<file path="src/rtl/clock_ctrl_pkg.sv">
// Shared types for the clock mux switch sequencer: FSM states and abort codes.
// Pure declarations; no logic, no latency.
package clock_ctrl_pkg;

  typedef enum logic [2:0] {
    IDLE    = 3'd0,
    REQ_NEW = 3'd1,
    DIS_OLD = 3'd2,
    EN_NEW  = 3'd3,
    REL_OLD = 3'd4,
    DONE    = 3'd5
  } sw_state_t;

  typedef enum logic [1:0] {
    ERR_NONE      = 2'd0,
    ERR_PARENT_TO = 2'd1,
    ERR_DIS_TO    = 2'd2,
    ERR_EN_TO     = 2'd3
  } sw_err_t;

endpackage

</file>
<file path="src/rtl/clock_ack_sync.sv">
// Multi-flop synchroniser for one asynchronous ack from the mux slice.
// Latency STAGES cycles; no backpressure, samples every cycle.
module clock_ack_sync #(
  parameter int STAGES = 2
) (
  input  logic clock,
  input  logic async_resetn,
  input  logic i_async,
  output logic o_sync
);

  logic [STAGES-1:0] r_sync;

  always_ff @(posedge clock or negedge async_resetn) begin
    if (!async_resetn) begin
      r_sync <= '0;
    end else begin
      r_sync <= {r_sync[STAGES-2:0], i_async};
    end
  end

  assign o_sync = r_sync[STAGES-1];

endmodule

</file>
<file path="src/rtl/clock_mux_switch_ctrl.sv">
// Break-before-make sequencer for a two-input glitch-free clock mux slice.
// Outputs registered one cycle after each state move; sel_ready only while idle.
module clock_mux_switch_ctrl
  import clock_ctrl_pkg::*;
#(
  parameter int SYNC_STAGES    = 2,
  parameter int TIMEOUT_CYCLES = 1024
) (
  input  logic       clock,
  input  logic       async_resetn,
  input  logic       sel_valid,
  input  logic       sel_target,
  output logic       sel_ready,
  output logic       parent0_request,
  input  logic       parent0_ready,
  output logic       parent1_request,
  input  logic       parent1_ready,
  output logic       async_enable0,
  output logic       async_enable1,
  input  logic       async_enable0_ack,
  input  logic       async_enable1_ack,
  output logic       active_valid,
  output logic       active_sel,
  output logic       switch_done,
  output logic       error,
  output logic [1:0] error_code,
  input  logic       error_clear
);

  localparam int TO_W = $clog2(TIMEOUT_CYCLES + 1);

  sw_state_t       r_state;
  sw_state_t       w_state_nxt;
  logic            r_tgt;
  logic            r_old;
  logic            r_had_old;
  logic [TO_W-1:0] r_to_cnt;
  logic [1:0]      r_req;
  logic [1:0]      r_en;
  logic            r_active_valid;
  logic            r_active_sel;
  logic            r_sel_ready;
  logic            r_error;
  sw_err_t         r_err_code;

  logic [1:0]      w_ack_sync;
  logic            w_accept;
  logic            w_timeout;
  logic            w_in_wait;
  logic            w_tgt_ready;
  logic            w_abort;

  clock_ack_sync #(.STAGES(SYNC_STAGES)) u_ack0_sync (
    .clock        (clock),
    .async_resetn (async_resetn),
    .i_async      (async_enable0_ack),
    .o_sync       (w_ack_sync[0])
  );

  clock_ack_sync #(.STAGES(SYNC_STAGES)) u_ack1_sync (
    .clock        (clock),
    .async_resetn (async_resetn),
    .i_async      (async_enable1_ack),
    .o_sync       (w_ack_sync[1])
  );

  assign w_accept    = sel_valid & r_sel_ready;
  assign w_timeout   = (r_to_cnt == TO_W'(TIMEOUT_CYCLES - 1));
  assign w_in_wait   = (r_state == REQ_NEW) || (r_state == DIS_OLD) || (r_state == EN_NEW);
  assign w_tgt_ready = r_tgt ? parent1_ready : parent0_ready;
  // A wait state leaving straight for DONE can only be a timeout abort.
  assign w_abort     = w_in_wait && (w_state_nxt == DONE);

  always_comb begin
    w_state_nxt = r_state;
    case (r_state)
      IDLE: begin
        if (w_accept) begin
          if (r_active_valid && (sel_target == r_active_sel)) w_state_nxt = DONE;
          else                                                 w_state_nxt = REQ_NEW;
        end
      end
      REQ_NEW: begin
        if (w_tgt_ready)    w_state_nxt = r_had_old ? DIS_OLD : EN_NEW;
        else if (w_timeout) w_state_nxt = DONE;
      end
      DIS_OLD: begin
        if (!w_ack_sync[r_old]) w_state_nxt = EN_NEW;
        else if (w_timeout)     w_state_nxt = DONE;
      end
      EN_NEW: begin
        if (w_ack_sync[r_tgt]) w_state_nxt = REL_OLD;
        else if (w_timeout)    w_state_nxt = DONE;
      end
      REL_OLD: w_state_nxt = DONE;
      DONE:    w_state_nxt = IDLE;
      default: w_state_nxt = IDLE;
    endcase
  end

  always_ff @(posedge clock or negedge async_resetn) begin
    if (!async_resetn) begin
      r_state <= IDLE;
    end else begin
      r_state <= w_state_nxt;
    end
  end

  always_ff @(posedge clock or negedge async_resetn) begin
    if (!async_resetn) begin
      r_to_cnt  <= '0;
      r_tgt     <= 1'b0;
      r_old     <= 1'b0;
      r_had_old <= 1'b0;
    end else begin
      if (w_state_nxt != r_state) r_to_cnt <= '0;
      else if (w_in_wait)         r_to_cnt <= r_to_cnt + TO_W'(1);
      if (w_accept) begin
        r_tgt     <= sel_target;
        r_old     <= r_active_sel;
        r_had_old <= r_active_valid;
      end
    end
  end

  always_ff @(posedge clock or negedge async_resetn) begin
    if (!async_resetn) begin
      r_req          <= 2'b00;
      r_en           <= 2'b00;
      r_active_valid <= 1'b0;
      r_active_sel   <= 1'b0;
      r_sel_ready    <= 1'b0;
      r_error        <= 1'b0;
      r_err_code     <= ERR_NONE;
    end else begin
      r_sel_ready <= (w_state_nxt == IDLE);
      // Clear first so an abort in the same cycle re-arms with its own code.
      if (error_clear) begin
        r_error    <= 1'b0;
        r_err_code <= ERR_NONE;
      end
      case (r_state)
        REQ_NEW: begin
          if (w_abort) begin
            r_req[r_tgt] <= 1'b0;
            r_error      <= 1'b1;
            r_err_code   <= ERR_PARENT_TO;
          end else begin
            r_req[r_tgt] <= 1'b1;
          end
        end
        DIS_OLD: begin
          if (w_abort) begin
            r_en[r_old]  <= 1'b1;
            r_req[r_tgt] <= 1'b0;
            r_error      <= 1'b1;
            r_err_code   <= ERR_DIS_TO;
          end else begin
            r_en[r_old]  <= 1'b0;
          end
        end
        EN_NEW: begin
          if (w_abort) begin
            r_en[r_tgt]    <= 1'b0;
            r_req[r_tgt]   <= 1'b0;
            if (r_had_old) r_req[r_old] <= 1'b0;
            r_active_valid <= 1'b0;
            r_error        <= 1'b1;
            r_err_code     <= ERR_EN_TO;
          end else begin
            r_en[r_tgt]    <= 1'b1;
            r_en[~r_tgt]   <= 1'b0;
          end
        end
        REL_OLD: begin
          if (r_had_old) r_req[r_old] <= 1'b0;
          r_active_sel   <= r_tgt;
          r_active_valid <= 1'b1;
        end
        default: ;
      endcase
    end
  end

  // The slice must never see both inputs enabled at once.
  a_no_overlap: assert property (@(posedge clock) disable iff (!async_resetn)
                                 !(r_en[0] && r_en[1]));

  assign sel_ready       = r_sel_ready;
  assign parent0_request = r_req[0];
  assign parent1_request = r_req[1];
  assign async_enable0   = r_en[0];
  assign async_enable1   = r_en[1];
  assign active_valid    = r_active_valid;
  assign active_sel      = r_active_sel;
  assign switch_done     = (r_state == DONE);
  assign error           = r_error;
  assign error_code      = r_err_code;

endmodule

</file>
<file path="config.mk">
export PLATFORM = sky130hd
export DESIGN_NAME = clock_mux_switch_ctrl
export DESIGN_NICKNAME = d
export VERILOG_FILES = /design/src/rtl/clock_ctrl_pkg.sv /design/src/rtl/clock_ack_sync.sv /design/src/rtl/clock_mux_switch_ctrl.sv
export SDC_FILE = /design/constraint.sdc
export NUM_CORES = 1
export LEC_CHECK = 0
export BUFFER_PORTS_ARGS = -buffer_cell sky130_fd_sc_hd__buf_2
export CAP_MARGIN = 15
export CORE_ASPECT_RATIO = 1.4
export CORE_MARGIN = 4
export CORE_UTILIZATION = 50
export DETAILED_ROUTE_END_ITERATION = 12
export GPL_ROUTABILITY_DRIVEN = 0
export PLACE_DENSITY = 0.7
export RECOVER_POWER = 100
export REMOVE_ABC_BUFFERS = 1
export SYNTH_ARGS = -nofsm -noshare
export SYNTH_HDL_FRONTEND = slang
export SYNTH_HIERARCHICAL = 1
export SYNTH_SLANG_ARGS = --single-unit
</file>
<file path="constraint.sdc">
create_clock -name clock -period 2.35 [get_ports clock]
set_input_delay 0.1175 -clock clock [delete_from_list [all_inputs] [get_ports clock]]
set_output_delay 0.1175 -clock clock [all_outputs]
set_load 0.02 [all_outputs]
</file>
* Yosys cells after proc, flatten, opt, wreduce, memory -nomap -nowiden
Index checks and enable logic that the tools add are counted.
** Word-level totals
- Register bits :: 31
- Input port bits :: 9
- Output and inout bits :: 11
- Logic and storage cells :: 103
** Cells by class
- Add/sub/neg operators :: 1
- Order comparisons :: 6
- Equality and inequality tests :: 12
- Muxes and demuxes :: 40
- Bitwise logic cells :: 14
- Reduce and logical (&&, ||, !) cells :: 16
** Operators with widths (count)
- $mux W11 :: 2
- $mux W2 :: 11
- $mux W3 :: 6
- $pmux W3 S5 :: 1
- $mux W1 :: 13
- $and A2 B2 Y2 :: 6
- $add A11 B1 Y11 const B :: 1
- $eq A11 B10 Y1 const B :: 1
- $eq A3 B3 Y1 const B :: 3
- $pmux W2 S4 :: 1
- $eq A3 B2 Y1 const B :: 2
- $logic_not A3 Y1 :: 2
- $lt A1 B2 Y1 const B :: 3
- $ne A2 B2 Y1 const B :: 3
- $not A2 Y2 :: 3
- $or A2 B2 Y2 :: 3
- $pmux W2 S3 :: 1
- $reduce_bool A2 Y1 :: 3
- $logic_and A1 B1 Y1 :: 5
- $pmux W2 S2 :: 1
- $reduce_and A4 Y1 :: 1
- $reduce_bool A4 Y1 :: 1
- $demux W1 S1 :: 3
- $eq A3 B1 Y1 const B :: 1
- other kinds (9) :: 12

* Logic depth before layout (Yosys ltp)
- Depth in word-level cells :: 10
- Mapped depth :: 8
- Depth with buffers taken out :: 7

* Modules after synthesis
Netlist, hierarchy kept.
** By module, submodules not included
- clock_mux_switch_ctrl :: instances 1, cells each 167, area an instance 1554.0 um^2, seq. area each 675.6 um^2
- clock_ack_sync :: instances 2, cells each 2, area an instance 50.0 um^2, seq. area each 50.0 um^2

* Worst setup path after synthesis
No wires, ideal clock.
- Path kind :: reg-to-reg
- Start :: register r_sel_ready, in the netlist sel_ready
- End :: register (tool-made name)
- Library setup time :: 0.126 ns
- Arrival time :: 1.804 ns
- Required time :: 2.224 ns
- Setup slack :: 0.420 ns
- Cell stages (with the launch flop) :: 8
- Buffers on the path :: 1
- Clock period less this slack :: 1.930 ns
- Path through :: dfrtp_1 > a21o_1 > a22o_1 > a211o_1 > o21ai_2 > buf_6 > o22ai_2 > a221o_1
** RTL lines
- start: declaration :: line clock_mux_switch_ctrl.sv:42 : logic r_sel_ready;
- start signal: assignment :: line clock_mux_switch_ctrl.sv:136 : r_sel_ready <= (w_state_nxt == IDLE);

==> results.toml <==
[outcome]
status = "finished, violations left"
violations = "max-capacitance violations, max-slew violations"

[global_routing]
antenna_found_initial = 0
grt_first_pass_wirelength_mm = 6.49
grt_pass1_vias = 1411
grt_usage_pct = 19.1
overflow = 0
grt_max_degree = 32

[pwr]
p_leak_nw = 0.828
switching_share_pct = 40.7
intPower_mw = 1.40
ir_worst_vdd_mv = 0.811
power_switching_uw = 964
pwr-share-seq_pct = 35.2
power_frac_comb_pct = 41.9
clock_power_share_pct = 22.9
power_density_mw_per_mm2 = 1230

[floorplan]
initial_core_util_pct = 52.5
die_w_um = 56.6
boundaryPins = 20
die_area_mm2 = 0.00431
rows = 24
dieHeight_um = 76.1
core_mm2 = 0.00315

[timing]
fin_ws_ns = 0.181
hold_ws_ns = 0.0482
slew_headroom_pct = -10.1
hold_viol = 0
max_freq_ghz = 0.461
skew_ns = 0.00473
fin_crit_ns = 2.17
finalCritPeriodShare_pct = 92.3
setup_viol = 0
rsz0062_at_grt = "false"
setup-tns-final_ns = 0
finalMaxSlewViolations = 32
worst_pin_slew_ns = 1.65

[clocking]
root_buffer = "clkbuf_8"
clk_latency_ns = 0.28
clock_path_buffers = 2
clk_pin_slew_ns = 0.06
cts.sinks = 31
tritoncts = "built"
h-tree-depth = 2
cts_buffers = 5

[placement]
pre_cts_slack_ns = 0.147
portBuffers = 19
dp_hpwl_mm = 2.65
place_inst = 228

[yosys]
synthFlopType = "dfrtp_1"
ys_types = 46
synth-seq-cells = 31
synth.avg_cell_area_um2 = 9.67
yosys_warnings = 6
synth_edf_count = 0
synth_most_common_cell = "dfrtp_1"
synth_top_family_by_area = "compound AO/OA/AOI/OAI gates"
synth_compound_area_share_pct = 19.7
synth_fa_ha_area_share_pct = 0.756
synth_area_mm2 = 0.00165
post_synth_inst_count = 171
synth.yosys.seq_area_share_pct = 46.9
muxShareOfSynthArea_pct = 3.86
synth_top_cell_by_area = "dfrtp_1"
synth-xor-area-share_pct = 5.82
async_flop_share_pct = 100
synth_area_leaders = "dfrtp_1, nor2_1, nand2_1, xor2_1, o21ai_0"
yosys.area.top_type_share_pct = 46.9
yosys-top-cells-count = "dfrtp_1, nor2_1, nand2_1"
yosys.area_share.simple_pct = 18.8

[finish]
final-instance-count-excl-fill = 239
num_antenna_cells = 0
areaGrowthSynthToFinish_pct = 16.5
drive_gt1_share_pct = 16.0
fillCellCount = 286
nNetsFinal = 209

[route]
vias_per_cell = 5.66
ant_nets = 0
via_count = 1352
drc = 0
drtPass1Iterations = 4
drt-initial-drc-count = 61
post_drt_wl_per_cell_um = 15.5
wirelength_mm = 3.70

[critical_path]
crit_type = "reg -> reg"
worstSetupEndpointType = "flop"
cpLargestDelayFamily = "compound AO/OA/AOI/OAI gates"
cpPeakStageDelay_ns = 0.48
r2r-start = "r_state[1]"
required_ns = 2.52
critPathArrivalTime_ns = 2.34
cpMaxStageDelayCell = "dfrtp_1"
worstPathCellList = "buf_4 -> nand3b_1 -> o32ai_1 -> a211o_1 -> o21ai_2 -> o22ai_2 -> a221o_1"
startpoint = "r_state[1]"
worstPathMaxFanout = 9
critical_path.startpoint_type = "flop"
worst-path-buf-inv = 1

[min_path]
hold_path_class = "in -> reg"
worstHoldStart = "error_clear"

[flow_run]
drv_cap = 1
==> routing by layer <==
layer,track usage (%),wire length (µm),vias up
li1,-,-,663
met1,21.5,1510,659
met2,33.4,2000,22
met3,3.56,105,8
met4,9.50,97,0
met5,0,0,-
==> power by group through the flow <==
stage	sequential (mW)	combinational, mW	clock [mW]
after global routing	0.856	1.09	0.582
after floorplan	0.876	0.627	0
final	0.833	0.992	0.542
after global placement	0.830	0.994	0
after detailed placement	0.834	1.02	0
after CTS	0.826	1.03	0.559
==> final timing paths <==
| kind | end | slack, ns | cells past startpoint |
|---|---|---|---|
| worst max-delay path | flop | 0.18 | 7 |
| worst min-delay path | error_code[1] | 0.05 | 2 |
| worst max register to register | flop | 0.18 | 7 |
| worst min register to register | u_ack0_sync/r_sync[1] | 0.35 | 0 |
| max in group asynchronous | r_state[2] | 0.49 | 2 |
| min in group asynchronous | active_sel | 0.79 | 2 |
==> placed cells by master, fill, tap and decap left out, types with 3 or more instances in the layout <==
cell type,Yosys,routed
dfrtp_1,31,29
nor2_1,20,20
nand2_1,18,18
clkbuf_1,4,14
o21ai_0,8,9
buf_2,1,8
xor2_1,7,7
a21oi_1,6,6
clkbuf_8,0,6
nand2b_1,5,5
nand3_1,5,5
nor3_1,5,5
inv_1,5,5
nand4_1,4,4
a31oi_1,4,4
xnor2_1,4,4
buf_4,1,4
o21ai_1,4,3
dlygate4sd3_1,0,3
==> area by class of cell <==
type / count / area [µm²] / area share [%]
well taps: 39 / 48.8 / 2.53
clock inverters: 2 / 35.0 / 1.82
multi-input cells: 127 / 811 / 42.1
repair buffers: 29 / 153 / 7.92
clock buffers: 6 / 82.6 / 4.29
inverters: 5 / 18.8 / 0.974
flip-flops and latches: 31 / 778 / 40.4
==> cell families after synthesis <==
family          count (synthesis)
compound gates                 45
fa+ha+maj                       1
flops                          31
mux                             5
xor+xnor                       11
simple gates                   65
buf+inv                        13
==> through the flow <==
step | total power, mW | utilization (%) | area, µm²
finish | 2.37 | 61.1 | 1930
global route | 2.53 | 61.1 | 1930
CTS | 2.41 | 61.8 | 1950
detailed placement | 1.85 | 57.1 | 1800
global placement | 1.82 | 57.1 | 1800
floorplan | 1.50 | - | 1600
==> repair_timing <==
action / in CTS / in global routing
gates resized for setup: 0 / 3
hold buffers: 3 / 0
hold endpoints to repair: 33 / 0
buffers inserted: 0 / 0
endpoints found under the setup margin: 0 / 5
No activity file was read; power rests on OpenSTA's default activity.
